File: src/rtl/ayumu_pkg.sv
// ayumu_pkg: shared ALU op encodings, stage state and width defaults
package ayumu_pkg;
  localparam int DEFAULT_DATA_W = 8;
  localparam int DEFAULT_ADDR_W = 3;
  localparam logic [1:0] MODE_ALU  = 2'b00;
  localparam logic [1:0] MODE_CMP  = 2'b01;
  localparam logic [1:0] MODE_MOV0 = 2'b10;
  localparam logic [1:0] MODE_MOV1 = 2'b11;
  localparam logic [3:0] CAL_ADD = 4'b0000;
  localparam logic [3:0] CAL_ADC = 4'b0001;
  localparam logic [3:0] CAL_SUB = 4'b0010;
  localparam logic [3:0] CAL_SBB = 4'b0011;
  localparam logic [3:0] CAL_AND = 4'b0100;
  localparam logic [3:0] CAL_OR  = 4'b0101;
  localparam logic [3:0] CAL_XOR = 4'b0110;
  localparam logic [3:0] CAL_SHL = 4'b0111;
  localparam logic [3:0] CAL_SHR = 4'b1000;
  localparam logic [3:0] CAL_ROL = 4'b1001;
  localparam logic [3:0] CAL_ROR = 4'b1010;
  localparam logic [3:0] CAL_NOT = 4'b1011;
  localparam logic [3:0] CMP_EQ = 4'b0000;
  localparam logic [3:0] CMP_NE = 4'b0001;
  localparam logic [3:0] CMP_LT = 4'b0010;
  localparam logic [3:0] CMP_GT = 4'b0011;
  localparam logic [3:0] CMP_LE = 4'b0100;
  localparam logic [3:0] CMP_GE = 4'b0101;
  typedef enum logic [1:0] {IDLE, EXEC, HOLD} wb_state_t;
  function automatic logic cal_defined(input logic [3:0] cal);
    return cal <= CAL_NOT;
  endfunction
  // compares never write back, whatever the WE bit says
  function automatic logic op_writes(input logic [1:0] mode, input logic we);
    return we && mode != MODE_CMP;
  endfunction
endpackage

File: src/rtl/alu_writeback_if.sv
// alu_writeback_if: issue, ALU result, writeback and flag signals of the writeback stage
interface alu_writeback_if #(
  parameter int DATA_W = ayumu_pkg::DEFAULT_DATA_W,
  parameter int ADDR_W = ayumu_pkg::DEFAULT_ADDR_W
);
  logic              ISSUE_VALID;
  logic              ISSUE_READY;
  logic [1:0]        ISSUE_MODE;
  logic [3:0]        ISSUE_CAL;
  logic [ADDR_W-1:0] ISSUE_DST;
  logic              ISSUE_WE;
  logic [DATA_W-1:0] ALU_OUT;
  logic              ALU_C_OUT;
  logic              ALU_F_OUT;
  logic              WB_VALID;
  logic              WB_READY;
  logic [ADDR_W-1:0] WB_ADDR;
  logic [DATA_W-1:0] WB_DATA;
  logic              C_FLAG;
  logic              F_FLAG;
  logic              BUSY;
  modport master (
    output ISSUE_VALID, ISSUE_MODE, ISSUE_CAL, ISSUE_DST, ISSUE_WE,
    output ALU_OUT, ALU_C_OUT, ALU_F_OUT, WB_READY,
    input  ISSUE_READY, WB_VALID, WB_ADDR, WB_DATA, C_FLAG, F_FLAG, BUSY
  );
  modport slave (
    input  ISSUE_VALID, ISSUE_MODE, ISSUE_CAL, ISSUE_DST, ISSUE_WE,
    input  ALU_OUT, ALU_C_OUT, ALU_F_OUT, WB_READY,
    output ISSUE_READY, WB_VALID, WB_ADDR, WB_DATA, C_FLAG, F_FLAG, BUSY
  );
endinterface

File: src/rtl/alu_flag_reg.sv
// alu_flag_reg: architectural carry/compare flags updated from ALU outputs by MODE/CAL
module alu_flag_reg
  import ayumu_pkg::*;
(
  input  logic       CLK_EX,
  input  logic       RST,
  input  logic       en,
  input  logic [1:0] mode,
  input  logic [3:0] cal,
  input  logic       c_out,
  input  logic       f_out,
  output logic       c_flag,
  output logic       f_flag
);
  logic c_nxt, f_nxt;
  // undefined arithmetic CALs clear carry rather than keep a stale value
  always_comb begin
    c_nxt = mode == MODE_ALU ? cal_defined(cal) & c_out : c_flag;
    f_nxt = mode == MODE_CMP ? f_out : f_flag;
  end
  always_ff @(posedge CLK_EX or posedge RST)
    if (RST) begin
      c_flag <= 1'b0;
      f_flag <= 1'b0;
    end else if (en) begin
      c_flag <= c_nxt;
      f_flag <= f_nxt;
    end
endmodule

File: src/rtl/alu_writeback.sv
// alu_writeback: captures ALU results one cycle after issue, owns flags, drives register-file writes
module alu_writeback
  import ayumu_pkg::*;
#(
  parameter int DATA_W = DEFAULT_DATA_W,
  parameter int ADDR_W = DEFAULT_ADDR_W
) (
  input logic            CLK_EX,
  input logic            RST,
  alu_writeback_if.slave bus
);
  wb_state_t         state, state_nxt;
  logic [1:0]        mode_q;
  logic [3:0]        cal_q;
  logic [ADDR_W-1:0] dst_q;
  logic              we_q;
  logic              wb_valid_q;
  logic [ADDR_W-1:0] wb_addr_q;
  logic [DATA_W-1:0] wb_data_q;
  logic              issue_ready, issue_fire, wb_fire, capture, wr;
  // issue is blocked through EXEC so the next op always sees updated flags
  assign issue_ready = state == IDLE || (state == HOLD && bus.WB_READY);
  assign issue_fire  = bus.ISSUE_VALID && issue_ready;
  assign wb_fire     = wb_valid_q && bus.WB_READY;
  assign capture     = state == EXEC;
  assign wr          = op_writes(mode_q, we_q);
  always_ff @(posedge CLK_EX or posedge RST)
    if (RST) state <= IDLE;
    else state <= state_nxt;
  always_comb begin
    state_nxt = IDLE;
    state_nxt = state == IDLE ? (issue_fire ? EXEC : IDLE) :
                state == EXEC ? (wr ? HOLD : IDLE) :
                state == HOLD ? (wb_fire ? (issue_fire ? EXEC : IDLE) : HOLD) : IDLE;
  end
  always_ff @(posedge CLK_EX or posedge RST)
    if (RST) begin
      mode_q <= MODE_ALU;
      cal_q  <= CAL_ADD;
      dst_q  <= '0;
      we_q   <= 1'b0;
    end else if (issue_fire) begin
      mode_q <= bus.ISSUE_MODE;
      cal_q  <= bus.ISSUE_CAL;
      dst_q  <= bus.ISSUE_DST;
      we_q   <= bus.ISSUE_WE;
    end
  always_ff @(posedge CLK_EX or posedge RST)
    if (RST) begin
      wb_valid_q <= 1'b0;
      wb_addr_q  <= '0;
      wb_data_q  <= '0;
    end else if (capture && wr) begin
      wb_valid_q <= 1'b1;
      wb_addr_q  <= dst_q;
      wb_data_q  <= bus.ALU_OUT;
    end else if (wb_fire) begin
      wb_valid_q <= 1'b0;
    end
  alu_flag_reg u_flags (
    .CLK_EX (CLK_EX),
    .RST    (RST),
    .en     (capture),
    .mode   (mode_q),
    .cal    (cal_q),
    .c_out  (bus.ALU_C_OUT),
    .f_out  (bus.ALU_F_OUT),
    .c_flag (bus.C_FLAG),
    .f_flag (bus.F_FLAG)
  );
  assign bus.ISSUE_READY = issue_ready;
  assign bus.WB_VALID    = wb_valid_q;
  assign bus.WB_ADDR     = wb_addr_q;
  assign bus.WB_DATA     = wb_data_q;
  assign bus.BUSY        = state != IDLE;
endmodule

File: src/flat_wrapper.sv
// flat-port wrapper written by rule: the top's interface ports become plain ports
module alu_writeback_flat import ayumu_pkg::*;
#(
  parameter int DATA_W = DEFAULT_DATA_W,
  parameter int ADDR_W = DEFAULT_ADDR_W
)
  (CLK_EX, RST, bus_ISSUE_VALID, bus_ISSUE_MODE, bus_ISSUE_CAL, bus_ISSUE_DST, bus_ISSUE_WE, bus_ALU_OUT, bus_ALU_C_OUT, bus_ALU_F_OUT, bus_WB_READY, bus_ISSUE_READY, bus_WB_VALID, bus_WB_ADDR, bus_WB_DATA, bus_C_FLAG, bus_F_FLAG, bus_BUSY);
  alu_writeback_if #(.DATA_W(DATA_W), .ADDR_W(ADDR_W)) bus_i ();
  input logic CLK_EX;
  input logic RST;
  input wire logic [$bits(bus_i.ISSUE_VALID)-1:0] bus_ISSUE_VALID;
  input wire logic [$bits(bus_i.ISSUE_MODE)-1:0] bus_ISSUE_MODE;
  input wire logic [$bits(bus_i.ISSUE_CAL)-1:0] bus_ISSUE_CAL;
  input wire logic [$bits(bus_i.ISSUE_DST)-1:0] bus_ISSUE_DST;
  input wire logic [$bits(bus_i.ISSUE_WE)-1:0] bus_ISSUE_WE;
  input wire logic [$bits(bus_i.ALU_OUT)-1:0] bus_ALU_OUT;
  input wire logic [$bits(bus_i.ALU_C_OUT)-1:0] bus_ALU_C_OUT;
  input wire logic [$bits(bus_i.ALU_F_OUT)-1:0] bus_ALU_F_OUT;
  input wire logic [$bits(bus_i.WB_READY)-1:0] bus_WB_READY;
  output wire logic [$bits(bus_i.ISSUE_READY)-1:0] bus_ISSUE_READY;
  output wire logic [$bits(bus_i.WB_VALID)-1:0] bus_WB_VALID;
  output wire logic [$bits(bus_i.WB_ADDR)-1:0] bus_WB_ADDR;
  output wire logic [$bits(bus_i.WB_DATA)-1:0] bus_WB_DATA;
  output wire logic [$bits(bus_i.C_FLAG)-1:0] bus_C_FLAG;
  output wire logic [$bits(bus_i.F_FLAG)-1:0] bus_F_FLAG;
  output wire logic [$bits(bus_i.BUSY)-1:0] bus_BUSY;
  assign bus_i.ISSUE_VALID = bus_ISSUE_VALID;
  assign bus_i.ISSUE_MODE = bus_ISSUE_MODE;
  assign bus_i.ISSUE_CAL = bus_ISSUE_CAL;
  assign bus_i.ISSUE_DST = bus_ISSUE_DST;
  assign bus_i.ISSUE_WE = bus_ISSUE_WE;
  assign bus_i.ALU_OUT = bus_ALU_OUT;
  assign bus_i.ALU_C_OUT = bus_ALU_C_OUT;
  assign bus_i.ALU_F_OUT = bus_ALU_F_OUT;
  assign bus_i.WB_READY = bus_WB_READY;
  assign bus_ISSUE_READY = bus_i.ISSUE_READY;
  assign bus_WB_VALID = bus_i.WB_VALID;
  assign bus_WB_ADDR = bus_i.WB_ADDR;
  assign bus_WB_DATA = bus_i.WB_DATA;
  assign bus_C_FLAG = bus_i.C_FLAG;
  assign bus_F_FLAG = bus_i.F_FLAG;
  assign bus_BUSY = bus_i.BUSY;
  alu_writeback #(.DATA_W(DATA_W), .ADDR_W(ADDR_W)) u_core (.CLK_EX(CLK_EX), .RST(RST), .bus(bus_i));
endmodule
File: config.mk
export PLATFORM = sky130hd
export DESIGN_NAME = alu_writeback_flat
export DESIGN_NICKNAME = d
export VERILOG_FILES = /design/src/rtl/ayumu_pkg.sv /design/src/rtl/alu_writeback_if.sv /design/src/rtl/alu_flag_reg.sv /design/src/rtl/alu_writeback.sv /design/src/flat_wrapper.sv
export SDC_FILE = /design/constraint.sdc
export NUM_CORES = 1
export LEC_CHECK = 0
export ABC_AREA = 1
export BUFFER_PORTS_ARGS = -buffer_cell sky130_fd_sc_hd__clkbuf_2
export CORE_ASPECT_RATIO = 1.1
export CORE_MARGIN = 2
export CORE_UTILIZATION = 35
export CTS_CLUSTER_SIZE = 8
export DETAILED_ROUTE_END_ITERATION = 12
export SYNTH_ARGS = -nofsm -noshare
export SYNTH_HDL_FRONTEND = slang
export SYNTH_SLANG_ARGS = --single-unit
File: constraint.sdc
create_clock -name CLK_EX -period 1.7 [get_ports CLK_EX]
set_clock_uncertainty 0.05 [all_clocks]
set_input_delay 0.085 -clock CLK_EX [delete_from_list [all_inputs] [get_ports CLK_EX]]
set_output_delay 0.085 -clock CLK_EX [all_outputs]
set_load 0.02 [all_outputs]
# Yosys cells after proc, flatten, opt, wreduce, memory -nomap -nowiden
# Index checks and enable logic that the tools add are counted.
# totals
romBits	0
mem_bits_rw	0
input_bits	24
wordCells	36
regBits	26
mem_count	0
latch_bits	0
# classes
n_shift	0
n_eq_ne	4
addsub	0
n_reduce_logical	12
n_bitwise	1
n_lt_le_gt_ge	1
n_mul	0
n_div	0
n_mux	8
# ops
op	n
$mux 2	5
$logic_and 1x1->1	5
$eq 2x1->1 const B	2
$le 4x4->1 const B	1
$logic_not 2->1	2
$reduce_and 2->1	2
$reduce_bool 2->1	2
$mux 1	3
$eq 2x2->1 const B	1
$ne 2x1->1 const B	1
$and 1x1->1	1
$logic_or 1x1->1	1

# Longest topological paths before layout
# depth
depth_word	9
depth_mapped	6
mapped_depth_nobuf	5

# Hierarchy
# Synthesis repeated with hierarchy kept, for this count alone.
# unflattened
cells_unflattened	129
hier_area_um2	1144.8
# modules_own_cells
module	instances	cells_each	seq_area_each_um2	area_per_inst_um2
alu_writeback	1	112	600.6	1034.7
alu_flag_reg	1	17	50.0	110.1

# Worst setup path before layout
# No wires, ideal clock.
# synth_path
path_type	flip-flop to flip-flop
start	reg u_core.state[1]
end	reg u_core.wb_addr_q[0], in the netlist u_core.bus.WB_ADDR[0]
setup_slack_ns	0.604
path_stages_with_launch	6
t_arrival_ns	0.929
setup_time_ns	0.117
cell_sequence	dfrtp_1 nor2_4 nand3_2 buf_6 nand2_1 nand2_1
# synth_between
elab_chain_len	2
# synth_lines
item	line_no	source
from (decl)	alu_writeback.sv:12	wb_state_t state, state_nxt;
from (signal assigned)	alu_writeback.sv:29	else state <= state_nxt;
$eq 2x1->1	alu_writeback.sv:25	assign capture = state == EXEC;
$logic_and 1x1->1	alu_writeback.sv:53	end else if (capture && wr) begin
to (signal assigned)	alu_writeback.sv:55	wb_addr_q <= dst_q;
to (decl)	alu_writeback.sv:18	logic [ADDR_W-1:0] wb_addr_q;
# Every way passes these cells.
# A chain may end at the register's enable or synchronous reset.

# Worst setup path after layout
# layout_path
start	reg u_core.state[1]
end	out bus_ISSUE_READY
# layout_between
elab_chain_len	3
word_cells_on_any_way	4
classes_between	eq/ne: 1; reduce/logical: 3
# layout_lines
item	line_no	source
$eq 2x2->1	alu_writeback.sv:22	assign issue_ready = state == IDLE || (state == HOLD && bus.WB_READY);
$logic_and 1x1->1	alu_writeback.sv:22	
$logic_or 1x1->1 (*)	alu_writeback.sv:22	
to (decl)	flat_wrapper.sv:20	output wire logic [$bits(bus_i.ISSUE_READY)-1:0] bus_ISSUE_READY;
# Mark *: on every way between the ends. The rest lies on a longest branch, timed or not.

==> impl_metrics.tcl <==
set metrics [dict create \
    outcome "finished, final reports clean" \
    ys_top_cells_by_count "50 x nand2_1, 24 x dfrtp_1, 20 x nand4_1, 4 x inv_1" \
    setup_viol 0 \
    core-area_um2 2800 \
    ys.flop_type "dfrtp_1" \
    maxSlewViolCount 0 \
    seqPwrFrac_pct 42.5 \
    crit_start "u_core.state[1]" \
    synth_cell_types 17 \
    drive_above_1_share_pct 28.7 \
    power_mw 2.38 \
    rsz0062_at_grt "false" \
    hold_viol_final 0 \
    cts_num_sinks 24 \
    synth_top_area_share_pct 57.8 \
    fin_crit_ns 1.32 \
    grt_pass1_vias 917 \
    max_freq_ghz 0.755 \
    synthCells 115 \
    detail_route.vias_per_cell 4.74 \
    dpl_worst_slack_ns 0.455 \
    drc 0 \
    netSwitchingPower_mw 1.04 \
    nets 199 \
    grt_pass1_wl_um 4050 \
    dpl.hpwl_um 1650 \
    cp-start-kind "flop" \
    crit_slowest_cell "dfrtp_1" \
    synth_fp_nets 139 \
    synth_edf_count 0 \
    grtUsageTotal_pct 15.1 \
    clkPwrFrac_pct 12.6 \
    r2r-start "u_core.state[1]" \
    cts_setup_buffers 0 \
    reg2reg_to "u_core.bus.WB_DATA[3]" \
    syn-cell-area_um2 1040 \
    ir_drop_v 0.000731 \
    power.internal_mw 1.33 \
    worstSetupPathType "reg2out" \
    slew-limit-headroom_pct 79.5 \
    min_path_type "in2reg" \
    grt_start_max_net_pins 25 \
    ys_seq_elements 24 \
    path_depth 2 \
    drtPass1Iterations 4 \
    critPathCapture "bus_ISSUE_READY" \
    ant_nets 0 \
    synthArstFlopShare_pct 100 \
    critPathMaxFanout 6 \
    vias 981 \
    cts_buffers 3 \
    utilization_pct 53.2 \
    yosysSeqAreaShare_pct 57.8 \
    path_cells "a21oi_1, clkbuf_2" \
    r2r_cells 4 \
    post_dp_cell_area_um2 1250 \
    yosysWarningCount 0 \
    yosys-top-cells-area "dfrtp_1 58%, nand2_1 18%, nand4_1 12%, nand3_2 1.9%, buf_4 1.4%" \
    overflow 0 \
    post-place-cells 183 \
    pwr_density_cell_nw_per_um2 1600 \
    clkTransAtPathRegs_ns 0.13 \
    gp_congestion 0.712 \
    synth_top_area_cell "dfrtp_1" \
    htreeDepth 1 \
    syn_avg_cell_area_um2 9.03 \
    stdcell_count 207 \
    worst_slew_pin_slew_ns 0.307 \
    cts_root_buf "clkbuf_4" \
    arrival_ns 1.19 \
    design_area_um2 1490 \
    post-route-period-util_pct 77.9 \
    wirelength_um 2450 \
    row_count 20 \
    maxCapViolations 0 \
    setup_ws_ns 0.376 \
    endpoint_kind "primary output" \
    cts_tree "done" \
    area_growth_pct 43.6 \
    routedWlPerCell_um 11.9 \
    ctsHoldBuffers 20 \
    drtIter0Drc 29 \
    nFillCells 287 \
    crit_family "flip-flops" \
    clk_latency_ns 0.32 \
    synth.most_common_cell "nand2_1" \
    critPathMaxStageDelay_ns 0.50 \
    cts_resized 0 \
    cp.required_ns 1.56 \
    p_sw_share_pct 43.9 \
    hold_slack_ns 0.0560 \
    port_buffers 37 \
    rrSetupSlack_ns 0.46 \
    antenna_found_initial 0 \
    dieArea_um2 3420 \
    num_antenna_cells 0 \
    clk_path_buf_depth 2 \
    p_comb_share_pct 44.8 \
    start_util_pct 37.1 \
    hp-start "bus_ISSUE_VALID" \
    die_w_um 55.9 \
    io_pins 40 \
    finalSetupTns_ns 0 \
    p_leak_nw 0.812 \
    path_buf_inv 1 \
    die_h_um 61.1 \
]
[power groups by stage]
stage	registers (mW)	clock network, mW	logic, mW
final	1.01	0.301	1.07
after global routing	1.05	0.332	1.19
after detailed placement	1.02	0	1.05
after global placement	1.01	0	1.03
after CTS	1.01	0.310	1.08
after floorplan	1.19	0	0.530
[how the worst min path moves through the flow]
stage                     slack [ns]  cells past startpoint                     to
after floorplan                 0.05                      1  u_core.bus.WB_ADDR[0]
after global placement          0.08                      3  u_core.bus.WB_DATA[5]
after detailed placement        0.08                      3  u_core.bus.WB_DATA[3]
after CTS                       0.05                      3       u_core.mode_q[1]
after global routing            0.07                      3       u_core.mode_q[0]
final                           0.06                      3       u_core.mode_q[1]
[worst reg2reg max path: cells and delay by family (launching register included)]
family,cells,cell delay [ns]
AND/OR/NAND/NOR,4,0.59
flip-flops,1,0.50
[sequential cells by signal, summed over array words and instances, names as in the netlist]
signal,flops
u_core.bus.WB_DATA,8
u_core.bus.WB_ADDR,3
u_core.dst_q,3
u_core.cal_q,2
u_core.mode_q,2
u_core.state,2
u_core.bus.WB_VALID,1
u_core.u_flags.c_flag,1
u_core.u_flags.f_flag,1
u_core.we_q,1
[layout by cell type, fill, tap and decap left out]
cell type	count
nand2_1	50
clkbuf_2	37
dfrtp_1	24
nand4_1	20
dlygate4sd3_1	20
inv_1	4
buf_4	4
clkbuf_4	3
nand3_2	2
a21oi_1	2
o21ai_0	2
inv_2	1
nor2_4	1
nand2_2	1
nand3_1	1
nor2_1	1
clkbuf_8	1
[cells by family (layout without fill, tap and decap cells)]
| family | after synthesis | in the layout | share of synthesized area, % |
|---|---|---|---|
| buf+inv | 11 | 70 | 5.66 |
| compound gates | 4 | 4 | 1.93 |
| flops | 24 | 24 | 57.8 |
| simple gates | 76 | 76 | 34.6 |
[layer usage]
| layer | wire length (µm) | GRT usage (%) | up-vias | part of all wire [%] |
|---|---|---|---|---|
| li1 | - | - | 502 | - |
| met5 | 0 | 0 | - | 0 |
| met1 | 1140 | 19.4 | 446 | 46 |
| met2 | 1160 | 27.6 | 31 | 47 |
| met4 | 24 | 4.08 | 0 | 0.98 |
| met3 | 132 | 2.10 | 2 | 5.4 |
[final cells by class]
type	instances	area, µm²	share of cell area (%)
tap	33	41.3	2.77
timing repair buffer	61	415	27.9
inverter	5	18.8	1.26
multi-input combinational	80	379	25.4
clock buffer	4	36.3	2.43
sequential	24	601	40.3
Power figures use the tool's default switching activity.
